==> src/rtl/chirp_sync_if.sv <==
// Control/status bundle between the chirp-sync burst scheduler and its neighbours
// (GPIO sync input, software controls, downstream chirp counter).
interface chirp_sync_if #(
   parameter int CNT_W = 16,
   parameter int TMO_W = 24
);
   logic             SIG;
   logic             ARM;
   logic             DISARM;
   logic [CNT_W-1:0] CHIRP_LEN;
   logic [7:0]       NUM_CHIRPS;
   logic [TMO_W-1:0] TIMEOUT;
   logic             CNT_TC;
   logic             CNT_LOAD;
   logic [CNT_W-1:0] CNT_LVAL;
   logic             CNT_EN;
   logic             CNT_UD;
   logic             TRIG;
   logic             BUSY;
   logic             DONE;
   logic [7:0]       CHIRP_IDX;
   logic             TMO_ERR;
   logic             OVR_ERR;

   modport master (
      output SIG, ARM, DISARM, CHIRP_LEN, NUM_CHIRPS, TIMEOUT, CNT_TC,
      input  CNT_LOAD, CNT_LVAL, CNT_EN, CNT_UD, TRIG, BUSY, DONE,
             CHIRP_IDX, TMO_ERR, OVR_ERR
   );

   modport slave (
      input  SIG, ARM, DISARM, CHIRP_LEN, NUM_CHIRPS, TIMEOUT, CNT_TC,
      output CNT_LOAD, CNT_LVAL, CNT_EN, CNT_UD, TRIG, BUSY, DONE,
             CHIRP_IDX, TMO_ERR, OVR_ERR
   );
endinterface

==> src/rtl/chirp_sync_sched.sv <==
// Software-armed burst scheduler: waits for a low-then-rising GPIO sync edge and drives the chirp counter.
// Optional glitch filter on the synchronised SIG: define CHIRP_SYNC_GLITCH_FILT_EN.
module chirp_sync_sched #(
   parameter int CNT_W       = 16,
   parameter int SYNC_STAGES = 2,
   parameter int TMO_W       = 24,
   parameter int FILT_LEN    = 4
) (
   input logic         CLK,
   input logic         RSET,
   chirp_sync_if.slave bus
);
   typedef enum logic [2:0] {
      S_IDLE, S_WAIT_LOW, S_WAIT_EDGE, S_LOAD, S_RUN, S_FIN
   } state_t;

   state_t                 state, state_n;
   logic [SYNC_STAGES-1:0] sig_sync;
   logic                   sync_raw, sig_s, sig_d, rise;
   logic [TMO_W-1:0]       tmo_cnt;
   logic [CNT_W-1:0]       lval;
   logic [7:0]             num_q, idx, idx_inc;
   logic                   tmo_err, ovr_err;
   logic                   tmo_hit, arm_acc, tc_acc, ovr_hit;

   // Stage p0: metastability synchroniser and edge detector
   always_ff @(posedge CLK) begin
      if (RSET) begin
         sig_sync <= '0;
         sig_d    <= 1'b0;
      end else begin
         sig_sync <= {sig_sync[SYNC_STAGES-2:0], bus.SIG};
         sig_d    <= sig_s;
      end
   end

   assign sync_raw = sig_sync[SYNC_STAGES-1];

`ifdef CHIRP_SYNC_GLITCH_FILT_EN
   localparam int FC_W = $clog2(FILT_LEN + 1);
   logic [FC_W-1:0] filt_cnt;
   logic            sig_f;

   // The filtered level only follows a new value that has held for FILT_LEN samples.
   always_ff @(posedge CLK) begin
      if (RSET) begin
         sig_f    <= 1'b0;
         filt_cnt <= '0;
      end else if (sync_raw == sig_f) begin
         filt_cnt <= '0;
      end else if (filt_cnt == FC_W'(FILT_LEN - 1)) begin
         sig_f    <= sync_raw;
         filt_cnt <= '0;
      end else begin
         filt_cnt <= filt_cnt + FC_W'(1);
      end
   end

   assign sig_s = sig_f;
`else
   logic filt_unused;
   assign filt_unused = (FILT_LEN != 0);
   assign sig_s       = sync_raw;
`endif

   assign rise    = sig_s & ~sig_d;
   assign idx_inc = idx + 8'd1;
   assign arm_acc = (state == S_IDLE) && bus.ARM && !bus.DISARM;
   assign tc_acc  = (state == S_RUN) && bus.CNT_TC && !bus.DISARM;
   assign ovr_hit = (state == S_RUN) && rise && !bus.DISARM;

   always_comb begin
      state_n = state;
      tmo_hit = 1'b0;
      case (state)
         S_IDLE:      if (bus.ARM) state_n = S_WAIT_LOW;
         S_WAIT_LOW:  if (!sig_s) state_n = S_WAIT_EDGE;
         S_WAIT_EDGE: begin
            // A rise in the final timeout cycle still wins.
            if (rise) begin
               state_n = S_LOAD;
            end else if ((bus.TIMEOUT != '0) && (tmo_cnt == bus.TIMEOUT - TMO_W'(1))) begin
               state_n = S_IDLE;
               tmo_hit = 1'b1;
            end
         end
         S_LOAD:      state_n = S_RUN;
         S_RUN: begin
            if (bus.CNT_TC) begin
               if ((num_q != 8'd0) && (idx_inc == num_q)) state_n = S_FIN;
               else                                        state_n = S_WAIT_LOW;
            end
         end
         S_FIN:       state_n = S_IDLE;
         default:     state_n = S_IDLE;
      endcase
      if (bus.DISARM) begin
         state_n = S_IDLE;
         tmo_hit = 1'b0;
      end
   end

   // Stage p1: state, latched burst parameters, chirp index and sticky flags
   always_ff @(posedge CLK) begin
      if (RSET) begin
         state   <= S_IDLE;
         tmo_cnt <= '0;
         lval    <= '0;
         num_q   <= 8'd0;
         idx     <= 8'd0;
         tmo_err <= 1'b0;
         ovr_err <= 1'b0;
      end else begin
         state   <= state_n;
         tmo_cnt <= (state == S_WAIT_EDGE) ? tmo_cnt + TMO_W'(1) : '0;
         if (arm_acc) begin
            lval    <= bus.CHIRP_LEN;
            num_q   <= bus.NUM_CHIRPS;
            idx     <= 8'd0;
            tmo_err <= 1'b0;
            ovr_err <= 1'b0;
         end
         if (tc_acc)  idx     <= idx_inc;
         if (tmo_hit) tmo_err <= 1'b1;
         if (ovr_hit) ovr_err <= 1'b1;
      end
   end

   assign bus.CNT_LOAD  = (state == S_LOAD);
   assign bus.TRIG      = (state == S_LOAD);
   assign bus.CNT_EN    = (state == S_RUN);
   assign bus.DONE      = (state == S_FIN);
   assign bus.BUSY      = (state != S_IDLE);
   assign bus.CNT_UD    = 1'b1;
   assign bus.CNT_LVAL  = lval;
   assign bus.CHIRP_IDX = idx;
   assign bus.TMO_ERR   = tmo_err;
   assign bus.OVR_ERR   = ovr_err;
endmodule

==> src/flat_wrapper.sv <==
// flat-port wrapper written by rule: the top's interface ports become plain ports
module chirp_sync_sched_flat 
#(
   parameter int CNT_W       = 16,
   parameter int SYNC_STAGES = 2,
   parameter int TMO_W       = 24,
   parameter int FILT_LEN    = 4
)
  (CLK, RSET, bus_SIG, bus_ARM, bus_DISARM, bus_CHIRP_LEN, bus_NUM_CHIRPS, bus_TIMEOUT, bus_CNT_TC, bus_CNT_LOAD, bus_CNT_LVAL, bus_CNT_EN, bus_CNT_UD, bus_TRIG, bus_BUSY, bus_DONE, bus_CHIRP_IDX, bus_TMO_ERR, bus_OVR_ERR);
  chirp_sync_if #(.CNT_W(CNT_W), .TMO_W(TMO_W)) bus_i ();
  input logic CLK;
  input logic RSET;
  input wire logic [$bits(bus_i.SIG)-1:0] bus_SIG;
  input wire logic [$bits(bus_i.ARM)-1:0] bus_ARM;
  input wire logic [$bits(bus_i.DISARM)-1:0] bus_DISARM;
  input wire logic [$bits(bus_i.CHIRP_LEN)-1:0] bus_CHIRP_LEN;
  input wire logic [$bits(bus_i.NUM_CHIRPS)-1:0] bus_NUM_CHIRPS;
  input wire logic [$bits(bus_i.TIMEOUT)-1:0] bus_TIMEOUT;
  input wire logic [$bits(bus_i.CNT_TC)-1:0] bus_CNT_TC;
  output wire logic [$bits(bus_i.CNT_LOAD)-1:0] bus_CNT_LOAD;
  output wire logic [$bits(bus_i.CNT_LVAL)-1:0] bus_CNT_LVAL;
  output wire logic [$bits(bus_i.CNT_EN)-1:0] bus_CNT_EN;
  output wire logic [$bits(bus_i.CNT_UD)-1:0] bus_CNT_UD;
  output wire logic [$bits(bus_i.TRIG)-1:0] bus_TRIG;
  output wire logic [$bits(bus_i.BUSY)-1:0] bus_BUSY;
  output wire logic [$bits(bus_i.DONE)-1:0] bus_DONE;
  output wire logic [$bits(bus_i.CHIRP_IDX)-1:0] bus_CHIRP_IDX;
  output wire logic [$bits(bus_i.TMO_ERR)-1:0] bus_TMO_ERR;
  output wire logic [$bits(bus_i.OVR_ERR)-1:0] bus_OVR_ERR;
  assign bus_i.SIG = bus_SIG;
  assign bus_i.ARM = bus_ARM;
  assign bus_i.DISARM = bus_DISARM;
  assign bus_i.CHIRP_LEN = bus_CHIRP_LEN;
  assign bus_i.NUM_CHIRPS = bus_NUM_CHIRPS;
  assign bus_i.TIMEOUT = bus_TIMEOUT;
  assign bus_i.CNT_TC = bus_CNT_TC;
  assign bus_CNT_LOAD = bus_i.CNT_LOAD;
  assign bus_CNT_LVAL = bus_i.CNT_LVAL;
  assign bus_CNT_EN = bus_i.CNT_EN;
  assign bus_CNT_UD = bus_i.CNT_UD;
  assign bus_TRIG = bus_i.TRIG;
  assign bus_BUSY = bus_i.BUSY;
  assign bus_DONE = bus_i.DONE;
  assign bus_CHIRP_IDX = bus_i.CHIRP_IDX;
  assign bus_TMO_ERR = bus_i.TMO_ERR;
  assign bus_OVR_ERR = bus_i.OVR_ERR;
  chirp_sync_sched #(.CNT_W(CNT_W), .SYNC_STAGES(SYNC_STAGES), .TMO_W(TMO_W), .FILT_LEN(FILT_LEN)) u_core (.CLK(CLK), .RSET(RSET), .bus(bus_i));
endmodule
==> config.mk <==
export PLATFORM = sky130hd
export DESIGN_NAME = chirp_sync_sched_flat
export DESIGN_NICKNAME = d
export VERILOG_FILES = /design/src/rtl/chirp_sync_if.sv /design/src/rtl/chirp_sync_sched.sv /design/src/flat_wrapper.sv
export SDC_FILE = /design/constraint.sdc
export NUM_CORES = 1
export LEC_CHECK = 0
export CAP_MARGIN = 20
export CORE_MARGIN = 2
export CORE_UTILIZATION = 54
export CTS_CLUSTER_DIAMETER = 50
export DETAILED_ROUTE_END_ITERATION = 7
export PLACE_DENSITY = 0.81
export SYNTH_ARGS = -nofsm -noshare
export SYNTH_HDL_FRONTEND = slang
export SYNTH_SLANG_ARGS = --single-unit
==> constraint.sdc <==
create_clock -name CLK -period 7.05 [get_ports CLK]
set_input_delay 1.0575 -clock CLK [delete_from_list [all_inputs] [get_ports CLK]]
set_output_delay 1.0575 -clock CLK [all_outputs]
set_load 0.005 [all_outputs]
Word level (Yosys, flattened, before mapping)
Index checks and enable logic that the tools add are counted. W data, S select, Z words.

Add/subtract/negate cells: 3. Eq/ne operators: 11. Mux-type cells: 16. Bitwise logic cells: 3. Reductions and logical operators: 19.

Operators by type and width (number): $add A24 B1 Y24 const B (1); $eq A24 B24 Y1 (1); $reduce_bool A24 Y1 (1); $sub A24 B1 Y24 const B (1); $mux W3 (6); $mux W8 (2); $pmux W3 S5 (1); $add A8 B1 Y8 const B (1); $eq A8 B8 Y1 (1); $logic_and A1 B1 Y1 (8); $reduce_bool A8 Y1 (1); $mux W1 (7); $eq A3 B2 Y1 const B (2); $eq A3 B3 Y1 const B (2); $ne A2 B2 Y1 const B (3); $reduce_bool A2 Y1 (3); $reduce_and A4 Y1 (1); $reduce_or A2 Y1 (2); $eq A3 B1 Y1 const B (1); $logic_not A3 Y1 (1); $ne A3 B1 Y1 const B (1); $reduce_bool A3 Y1 (1); $not A1 Y1 (2); $and A1 B1 Y1 (1); $logic_not A1 Y1 (1).

Flip-flop bits (word level): 64. Input port bits: 54. Output and inout bits: 32. Logic and storage cells: 61.

Logic depth before layout (Yosys ltp)
Depth after elaboration: 8. Gate-level depth with buffers: 10. Mapped depth without buffers: 9.

Worst setup path after synthesis
OpenSTA, ideal clock, no wires.

Path kind: in2reg. Start: input bus_TIMEOUT[0]. End: register u_core.tmo_err (netlist: u_core.bus.TMO_ERR). Setup time: 117 ps. Arrival: 3122 ps. Data required time: 6933 ps. Setup slack: 3811 ps. Stages on the path: 10. Path through: inv_1 -> ha_1 -> or4b_1 -> buf_6 -> nor4b_4 -> mux2_1 -> mux2i_1 -> a2111oi_0 -> and3_1 -> a32o_2.

Word-level cells in the longest chain between the ends: 8. Elaborated cells between the ends (all ways): 10.

Ends and longest elaborated chain: start: declaration (RTL line flat_wrapper.sv:18) `input wire logic [$bits(bus_i.TIMEOUT)-1:0] bus_TIMEOUT;`; $sub A24 B1 Y24 (RTL line chirp_sync_sched.sv:82) `end else if ((bus.TIMEOUT != '0) && (tmo_cnt == bus.TIMEOUT - TMO_W'(1))) begin`; $eq A24 B24 Y1 (RTL line chirp_sync_sched.sv:82); $logic_and A1 B1 Y1 (*) (RTL line chirp_sync_sched.sv:82); $mux W1 (*) (RTL line chirp_sync_sched.sv:82); $mux W1 (*) (RTL line chirp_sync_sched.sv:80) `if (rise) begin`; $mux W1 (*) (RTL line chirp_sync_sched.sv:75) `case (state)`; $mux W1 (*) (RTL line chirp_sync_sched.sv:97) `if (bus.DISARM) begin`; $mux W1 / $reduce_bool A2 Y1 (equally long branches); end signal: assignment (RTL line chirp_sync_sched.sv:111) `tmo_err <= 1'b0;`; end signal: assignment (RTL line chirp_sync_sched.sv:120) `tmo_err <= 1'b0;`; end signal: assignment (RTL line chirp_sync_sched.sv:124) `if (tmo_hit) tmo_err <= 1'b1;`; end: declaration (RTL line chirp_sync_sched.sv:23) `logic tmo_err, ovr_err;`.

Mark *: on every way between the ends. The rest lies on a longest branch, timed or not. A chain may end at the register's enable or synchronous reset.

Worst setup path after layout
Start: input bus_TIMEOUT[0]. End: register u_core.state[1].

Word-level cells in the longest chain between the ends: 5. Elaborated cells between the ends (all ways): 6.

Ends and longest elaborated chain: $sub A24 B1 Y24 (RTL line chirp_sync_sched.sv:82); $eq A24 B24 Y1 (RTL line chirp_sync_sched.sv:82); $logic_and A1 B1 Y1 (*) (RTL line chirp_sync_sched.sv:82); $ne A3 B1 Y1 (no source line) (*); $reduce_and A4 Y1 (no source line) (*); end signal: assignment (RTL line chirp_sync_sched.sv:114) `state <= state_n;`; end: declaration (RTL line chirp_sync_sched.sv:17) `state_t state, state_n;`.

Marks and branches as above.

==> results.tsv <==
metric	value	unit
slowest_stage	or4b_1	
core_area	6680	um2
worst_pin_slew	1.01	ns
row_count	30	
cell_internal_pwr	569	uW
hold_buffers	0	
hold_path_class	register to register	
grt.total_usage	25.8	%
final_hold_viol_count	0	
syn_inst	474	
ir_drop	121	uV
worstPathArrival	3.97	ns
postRouteAntennaNets	0	
syn_to_final_growth	27.8	%
min_period	3.75	ns
critPathMaxStageDelay	0.67	ns
maxSlewViolCount	0	
cap_violations	0	
die_area	7490	um2
htreeDepth	3	
syn_area_per_cell	7.76	um2
gp_congestion	0.828	
maxSlewHeadroom	32.2	%
setup_viol_count_final	0	
first_pass_iters	5	
start_util	55.0	%
cts_max_path_buffers	2	
clock_power_share	35.4	%
hpwlAfterDp	6770	um
yosys_warnings	0	
cts_tree	yes	
antenna_found_initial	0	
hold_ws	0.453	ns
cts_buffers	9	
crit_path_frequent_cell	o21ai_1	
setup_tns	0	ns
cp_cell_sequence	clkdlybuf4s50_1 > inv_1 > ha_1 > or4b_1 > or4_1 > nand4_1 > o21ai_1 > a2111oi_0 > and3_1 > o21ai_1	
io_buffers	84	
grt_pass1_wl	15400	um
worstSetupPathType	input pin to register	
syn_nets	531	
rsz0062_at_grt	no	
drtIter0Drc	183	
critPathMaxFanout	8	
die_h	86.5	um
met1_usage	33.5	%
avgViaCountPerCell	5.66	
grt_pass1_vias	3224	
num_antenna_cells	0	
drt-wirelength-per-cell	14.9	um
grt_max_degree	41	
pwr-share-seq	49.3	%
p_per_area	163	nW/um2
synth_cell_types	57	
fin_nets	604	
synthArstFlopShare	0	%
crit_family	simple AND/OR/NAND/NOR gates	
synth-seq-cells	64	
p_sw_share	25.8	%
yosysSeqAreaShare	34.8	%
crit_path_end_kind	register	
timing.final.crit_share	53.2	%
synthFlopType	dfxtp_1	
p_switching	198	uW
grt.overflow.total	0	
die_w	86.5	um
final.setup_skew	0.0110	ns
synth_edf_count	0	
met3_usage	5.05	%
clk_pin_slew_worst_paths	0.07	ns
post_cts.repair.setup_buffers	0	
worst-endpoint-required	7.27	ns
start_kind	input pin	
cts.root.buffer_cell	clkbuf_8	
status	finished clean	
use_met2	43.5	%
cts_resized	0	
design_area	4700	um2
fin_util	70.3	%
p_leak	0.00157	uW
clk_latency	0.34	ns
path_buf_inv	2	
drc	0	
max_freq	267	MHz
power_frac_comb	15.3	%
placed_area	4530	um2
dr_total_vias	3577	
top_usage_layer	met2	
wirelength	9420	um
clock-sinks	64	
synth_area	3680	um2
layout-drive-gt1-share	4.71	%
ios	86	
## flip-flops by register name, summed over array words and instances, names as in the netlist
| signal | count |
|---|---|
| u_core.bus.OVR_ERR | 1 |
| u_core.bus.TMO_ERR | 1 |
| u_core.bus.CNT_LVAL | 16 |
| u_core.num_q | 8 |
| u_core.sig_sync | 2 |
| u_core.sig_d | 1 |
| u_core.state | 3 |
| u_core.bus.CHIRP_IDX | 8 |
| u_core.tmo_cnt | 24 |
## per-layer routing
| layer | wire [um] | part of all wire (%) |
|---|---|---|
| met1 | 4190 | 45 |
| met2 | 4620 | 49 |
| met3 | 483 | 5.1 |
| met4 | 127 | 1.3 |
| met5 | 0 | 0 |
## placed cells by master, fill, tap and decap left out, types with 6 or more instances in the layout
cell type | synthesis | routed
inv_1 | 11 | 11
nand2_1 | 66 | 66
nand3_1 | 19 | 19
and3_1 | 10 | 10
xor2_1 | 23 | 23
clkdlybuf4s50_1 | 0 | 84
nor4_1 | 6 | 6
nand4_1 | 12 | 12
clkbuf_8 | 0 | 10
nor3_1 | 13 | 13
nor2_1 | 55 | 55
nor2b_1 | 8 | 8
nor3b_1 | 9 | 8
xnor2_1 | 35 | 35
or3_1 | 7 | 7
o21ai_0 | 10 | 10
dfxtp_1 | 64 | 64
a21oi_1 | 39 | 39
## kinds of logic (layout without fill, tap and decap cells)
kind of cell             Yosys count  in the layout  synth area share, %
AO/OA/AOI/OAI                     78             78                 12.8
XOR/XNOR                          58             58                 13.8
adder cells (fa/ha/maj)            3              3                 1.02
buffers and inverters             35            113                 4.01
flip-flops                        64             64                 34.8
multiplexers                       5              5                 1.43
other                              1              1                0.102
AND/OR/NAND/NOR                  230            230                 32.0
## power groups by stage
stage                     Clock [uW]  Combinational, uW  Sequential, uW
after floorplan                    0               55.8             384
after global placement             0                113             386
after detailed placement           0                116             386
after CTS                        276                117             378
after global routing             294                128             379
final                            271                117             378
## worst paths after layout
kind | endpoint | slack, ns | from | depth (start not counted)
max reg2reg | u_core.bus.CHIRP_IDX[3]$_SDFFE_PP0P_ | 4.69 | u_core.state[0]$_SDFFE_PP0P_ | 6
min | u_core.sig_sync[1]$_SDFF_PP0_ | 0.45 | u_core.sig_sync[0]$_SDFF_PP0_ | 1
max | u_core.state[1]$_SDFFE_PP0P_ | 3.30 | bus_TIMEOUT[0] | 10
min reg2reg | u_core.sig_sync[1]$_SDFF_PP0_ | 0.45 | u_core.sig_sync[0]$_SDFF_PP0_ | 1
## stage by stage
stage          std cells  total power [uW]  setup WS [ns]
6_report             632               767           3.30
5_1_grt              632               802           3.22
4_1_cts              632               771           3.36
3_5_place_dp         616               502           3.02
3_3_place_gp         616               499           3.12
2_1_floorplan        474               440           3.81
## Yosys cell counts, drive strengths merged (3+ instances only)
cell type	number	area (um2)
a2111oi	4	35.0
a21oi	39	195
a31oi	4	25.0
and3	10	62.6
buf	3	26.3
clkbuf	21	80.1
dfxtp	64	1280
ha	3	37.5
inv	11	41.3
mux2i	3	30.0
nand2	66	248
nand2b	3	18.8
nand3	19	95.1
nand4	12	75.1
nor2	55	206
nor2b	8	50.1
nor3	13	65.1
nor3b	9	67.6
nor4	8	62.6
nor4b	3	47.5
o21ai	12	60.1
or3	7	43.8
or3b	3	26.3
or4	5	37.5
xnor2	35	307
xor2	23	201
## final cells by class
cell class / count / area [um2]
Sequential cell: 64 / 1280
Timing Repair Buffer: 86 / 856
Clock inverter: 3 / 17.5
Tap cell: 80 / 100
Multi-Input combinational cell: 375 / 2250
Inverter: 11 / 41.3
Clock buffer: 13 / 149
Fill cell: 568 / 1980
No activity file was read; power rests on OpenSTA's default activity.
